<file path="src/rtl/fetch_stage.sv">
// fetch_stage
//   Instruction-fetch front end. It keeps at most one instruction-memory
//   request outstanding and loads the returned word into the IF/ID register.
//   If decode is stalled when a word returns, the word goes into a one-entry
//   skid register. A redirect flushes the fetch path and restarts fetching at
//   a new address. A redirect that arrives while a read is still in flight
//   waits in DROP until that read's data comes back and throws the data away.
//
//   Ports
//     clk, rst_n             clock; asynchronous active-low reset
//     imem_req, imem_addr    request to instruction memory (word aligned)
//     imem_ack, imem_rdata   read completion and its data
//     stall                  decode cannot take the IF/ID word this cycle
//     redirect, redirect_pc  flush and refetch from redirect_pc (low bits forced to 0)
//     if_valid, if_instr     IF/ID register contents
//     if_opcode              if_instr[31:26]
//     if_pc4                 fetch address + 4 of if_instr (link value)
//
//   state | meaning
//   IDLE  | after reset; no request issued yet, stray acks ignored
//   REQ   | request at imem_addr outstanding
//   HOLD  | returned word parked in skid, waiting for decode; no request
//   DROP  | redirected while a request is in flight; its data is discarded
module fetch_stage #(
    parameter logic [31:0] RESET_PC = 32'h0000_0000
) (
    input  logic        clk,
    input  logic        rst_n,
    output logic        imem_req,
    output logic [31:0] imem_addr,
    input  logic        imem_ack,
    input  logic [31:0] imem_rdata,
    input  logic        stall,
    input  logic        redirect,
    input  logic [31:0] redirect_pc,
    output logic        if_valid,
    output logic [31:0] if_instr,
    output logic [5:0]  if_opcode,
    output logic [31:0] if_pc4
);

    typedef enum logic [1:0] {IDLE, REQ, HOLD, DROP} state_t;

    state_t      state_q;
    logic [31:0] pc_q;
    logic        imem_req_q;
    logic [31:0] imem_addr_q;
    logic        if_valid_q;
    logic [31:0] if_instr_q;
    logic [31:0] if_pc4_q;
    logic [31:0] skid_instr_q;
    logic [31:0] skid_pc4_q;

    logic [31:0] pc4_d;
    logic [31:0] redir_pc_d;
    logic        ifid_free_d;

    always_comb begin
        pc4_d       = pc_q + 32'd4;     // wraps modulo 2^32
        redir_pc_d  = {redirect_pc[31:2], 2'b00};
        // IF/ID can be overwritten this edge if it is empty or being consumed
        ifid_free_d = !if_valid_q || !stall;
    end

    always_ff @(posedge clk or negedge rst_n) begin
        if (!rst_n) begin
            state_q      <= IDLE;
            pc_q         <= RESET_PC;
            imem_req_q   <= 1'b0;
            imem_addr_q  <= RESET_PC;
            if_valid_q   <= 1'b0;
            if_instr_q   <= 32'h0;
            if_pc4_q     <= 32'h0;
            skid_instr_q <= 32'h0;
            skid_pc4_q   <= 32'h0;
        end else if (redirect) begin
            // Redirect overrides stall and ack; an ack in this cycle is dropped.
            if_valid_q   <= 1'b0;
            skid_instr_q <= 32'h0;
            skid_pc4_q   <= 32'h0;
            pc_q         <= redir_pc_d;
            if ((state_q == REQ || state_q == DROP) && !imem_ack) begin
                // Request still in flight: keep req/addr stable and wait it out.
                state_q <= DROP;
            end else begin
                state_q     <= REQ;
                imem_req_q  <= 1'b1;
                imem_addr_q <= redir_pc_d;
            end
        end else begin
            case (state_q)
                IDLE: begin
                    state_q     <= REQ;
                    imem_req_q  <= 1'b1;
                    imem_addr_q <= pc_q;
                end
                REQ: begin
                    if (imem_ack) begin
                        pc_q <= pc4_d;
                        if (ifid_free_d) begin
                            if_instr_q  <= imem_rdata;
                            if_pc4_q    <= pc4_d;
                            if_valid_q  <= 1'b1;
                            imem_addr_q <= pc4_d;
                        end else begin
                            skid_instr_q <= imem_rdata;
                            skid_pc4_q   <= pc4_d;
                            imem_req_q   <= 1'b0;
                            state_q      <= HOLD;
                        end
                    end else if (ifid_free_d) begin
                        if_valid_q <= 1'b0;
                    end
                end
                HOLD: begin
                    if (!stall) begin
                        if_instr_q  <= skid_instr_q;
                        if_pc4_q    <= skid_pc4_q;
                        if_valid_q  <= 1'b1;
                        state_q     <= REQ;
                        imem_req_q  <= 1'b1;
                        imem_addr_q <= pc_q;
                    end
                end
                DROP: begin
                    if (imem_ack) begin
                        state_q     <= REQ;
                        imem_addr_q <= pc_q;
                    end
                end
                default: begin
                    state_q    <= IDLE;
                    imem_req_q <= 1'b0;
                end
            endcase
        end
    end

    assign imem_req  = imem_req_q;
    assign imem_addr = imem_addr_q;
    assign if_valid  = if_valid_q;
    assign if_instr  = if_instr_q;
    assign if_opcode = if_instr_q[31:26];
    assign if_pc4    = if_pc4_q;

endmodule

</file>
<file path="config.mk">
export PLATFORM = sky130hd
export DESIGN_NAME = fetch_stage
export DESIGN_NICKNAME = d
export VERILOG_FILES = /design/src/rtl/fetch_stage.sv
export SDC_FILE = /design/constraint.sdc
export NUM_CORES = 1
export LEC_CHECK = 0
export ABC_CLOCK_PERIOD_IN_PS = 3050
export CORE_MARGIN = 4
export CORE_UTILIZATION = 33
export CTS_BUF_LIST = sky130_fd_sc_hd__clkbuf_2 sky130_fd_sc_hd__clkbuf_4 sky130_fd_sc_hd__clkbuf_8
export DETAILED_ROUTE_END_ITERATION = 6
export PLACE_DENSITY = 0.62
export SYNTH_ARGS = -nofsm -noshare
export SYNTH_HDL_FRONTEND = slang
export SYNTH_SLANG_ARGS = --single-unit
export TNS_END_PERCENT = 10
</file>
<file path="constraint.sdc">
create_clock -name clk -period 3.05 [get_ports clk]
set_input_delay 0.61 -clock clk [delete_from_list [all_inputs] [get_ports clk]]
set_output_delay 0.61 -clock clk [all_outputs]
set_load 0.02 [all_outputs]
</file>
==> flow_summary.json <==
{
  "outcome": "completed",
  "htree_levels": 4,
  "num_vias": 8134,
  "n_fill_cell": 2883,
  "path_clk_slew_ps": 100,
  "antenna_found_initial": 1,
  "multi_input_area_mm2": 0.004611,
  "top_layer_used": "met4",
  "drc_errors": 0,
  "viasPerCell": 5.084,
  "vdd_drop_max_v": 0.0003492,
  "clk_path_buf_depth": 2,
  "syn_area_mm2": 0.009821,
  "critPathLaunchType": "flip-flop",
  "hold_path_class": "input port to asynchronous set/reset pin",
  "yosysTopAreaCell": "dfrtp_1",
  "stdcell_area_mm2": 0.01231,
  "placed_area_mm2": 0.01194,
  "skew_ps": 18.76,
  "met1_length_um": 13430,
  "yosysWarnings": 0,
  "ctsResizeCount": 0,
  "routed_wl_um": 27460,
  "post_drt_wl_per_cell_um": 17.16,
  "cts_tree": "done",
  "fp-row-count": 62,
  "dieArea_mm2": 0.03258,
  "synth_cells": 1079,
  "synth_nets": 1153,
  "cp.required_ps": 3430,
  "first_global_vias": 8004,
  "rsz0062_at_grt": "false",
  "drive_gt1_share_pct": 8.395,
  "dp_slack_ps": 257.5,
  "crit_fanout": 15,
  "finalSetupViolCount": 0,
  "setup_slack_ps": 332.7,
  "relSlewSlack_pct": 33.79,
  "postCtsHoldBufs": 0,
  "hpwl_um": 19040,
  "io_pins": 173,
  "grt_pass1_wl_um": 45030,
  "clock_sinks": 191,
  "synth_edf_count": 0,
  "ys_types": 57,
  "dr.pass1.iters": 5,
  "async_flop_share_pct": 100.0,
  "nNetsFinal": 1277,
  "wl_met3_um": 1553,
  "layout_common_cells": "215 x nand2_1, 191 x dfrtp_1, 168 x clkdlybuf4s50_1",
  "register_area_mm2": 0.004780,
  "final_common_cell": "nand2_1",
  "coreArea_mm2": 0.02901,
  "synth-main-ff-cell": "dfrtp_1",
  "max_cap_viol_count": 0,
  "die-width_um": 180.5,
  "area_growth_syn_to_layout_pct": 25.30,
  "worst_pin_slew_ps": 993.2,
  "finalSetupTns_ps": 0,
  "wl_met2_um": 12000,
  "fin_crit_sh_pct": 89.09,
  "netlist.area_leader.share_pct": 48.67,
  "crit_type": "flip-flop to flip-flop",
  "leakage_nw": 4.918,
  "postCtsSetupBuffers": 0,
  "die_h_um": 180.5,
  "cp-end-kind": "flip-flop",
  "synth-seq-cells": 191,
  "antenna_left": 0,
  "initial_core_util_pct": 33.85,
  "ys_seq_area_share_pct": 48.67,
  "min_period_ps": 2717,
  "finalPower_mw": 9.932,
  "root_buffer": "clkbuf_8",
  "numCtsBuffers": 17,
  "synth.area.top_cells": "dfrtp_1 49%, nand2_1 8.2%, o21ai_0 6.9%",
  "grt-ovfl-total": 0,
  "synth_area_per_cell_um2": 9.102,
  "drt_iter0_markers": 705,
  "insertion_delay_ps": 460,
  "power_density_mw_per_mm2": 807.1,
  "port_buffers": 170,
  "finalHoldViolCount": 0,
  "cp.arrival_ps": 3090,
  "grt_util_all_layers_pct": 16.84,
  "timing.final.max_slew_violations": 0,
  "gp_congestion": 0.8544,
  "grt_max_degree": 101,
  "clock.fmax_mhz": 368.0
}
==> routing by layer <==
layer | track usage (%) | up-vias
li1 | - | 3988
met2 | 25.03 | 251
met1 | 24.99 | 3869
met5 | 0 | -
met4 | 4.991 | 0
met3 | 3.149 | 26
==> cell type report <==
cell class / instances / area share, %
repair buffers: 206 / 16.52
clock inverters: 13 / 0.9456
inverters: 9 / 0.2847
diodes: 1 / 0.02034
clock buffers: 18 / 2.013
well taps: 384 / 3.904
flip-flops and latches: 191 / 38.84
multi-input cells: 778 / 37.47
==> logic make-up (layout without fill, tap and decap cells) <==
| family | after synthesis | after routing | synth area share, % |
|---|---|---|---|
| flops | 191 | 191 | 48.67 |
| buf+inv | 110 | 246 | 4.879 |
| other cells | 0 | 1 | 0 |
| fa+ha+maj | 5 | 5 | 0.6370 |
| compound gates | 242 | 242 | 14.37 |
| simple gates | 414 | 414 | 20.14 |
| mux | 53 | 53 | 5.593 |
| xor+xnor | 64 | 64 | 5.708 |
==> synthesized netlist by cell type (3+ instances only) <==
cell type and n:
nor4_4 7, o31a_1 6, nor4_1 16, dfrtp_1 191
o31ai_1 12, a21oi_1 29, a211oi_1 10, and4_1 8
xnor2_1 45, a31oi_1 5, xor2_1 19, nand4_1 14
o21ai_1 6, and3_1 8, buf_2 13, ha_1 5
mux2_2 15, o211ai_1 12, nor2_1 61, nor3_1 24
clkbuf_1 68, inv_1 8, mux2i_1 38, nand3_1 38
buf_4 10, and2_1 13, a41oi_1 5, a21o_1 3
nand2_1 215, buf_1 8, o21ai_0 136
==> report_power, final <==
part           switching (mW)  internal [mW]  leakage, nW
Combinational            2.57           1.95         2.36
Sequential              0.531           3.28         2.36
Clock                   0.929          0.668        0.193
Total                    4.03           5.90         4.92
==> flip-flops by register name (all words and copies together) (netlist names) <==
name          flops
skid_instr_q     32
pc_q             30
state_q           2
if_pc4           31
if_valid          1
imem_req          1
imem_addr        31
skid_pc4_q       31
if_instr         32
==> worst max-delay path, cell delays in order, from the launching register on <==
cell	delay, ps
dfrtp_1	430
ha_1	320
nand3_2	130
or4_1	600
buf_12	190
nor4_1	580
o21ai_0	170
a41oi_1	210
==> worst paths after layout <==
path                                startpoint             end  slack, ps  depth (start not counted)
worst max-delay path                   pc_q[3]   imem_addr[26]        330                          7
worst min-delay path                     rst_n   imem_addr[28]        140                          1
worst max register to register         pc_q[3]   imem_addr[26]        330                          7
worst min register to register  skid_pc4_q[27]  skid_pc4_q[27]        480                          2
max in group asynchronous                rst_n     if_instr[9]       2100                          2
min in group clk                skid_pc4_q[27]  skid_pc4_q[27]        480                          2
==> through the flow <==
stage	hold slack, ps	utilization (%)	std cells
floorplan	314.4	-	1079
global placement	455.2	41.15	1568
detailed placement	460.2	41.15	1568
CTS	120.0	42.41	1599
global route	136.6	42.41	1600
finish	136.0	42.41	1600
Power figures use the tool's default switching activity.
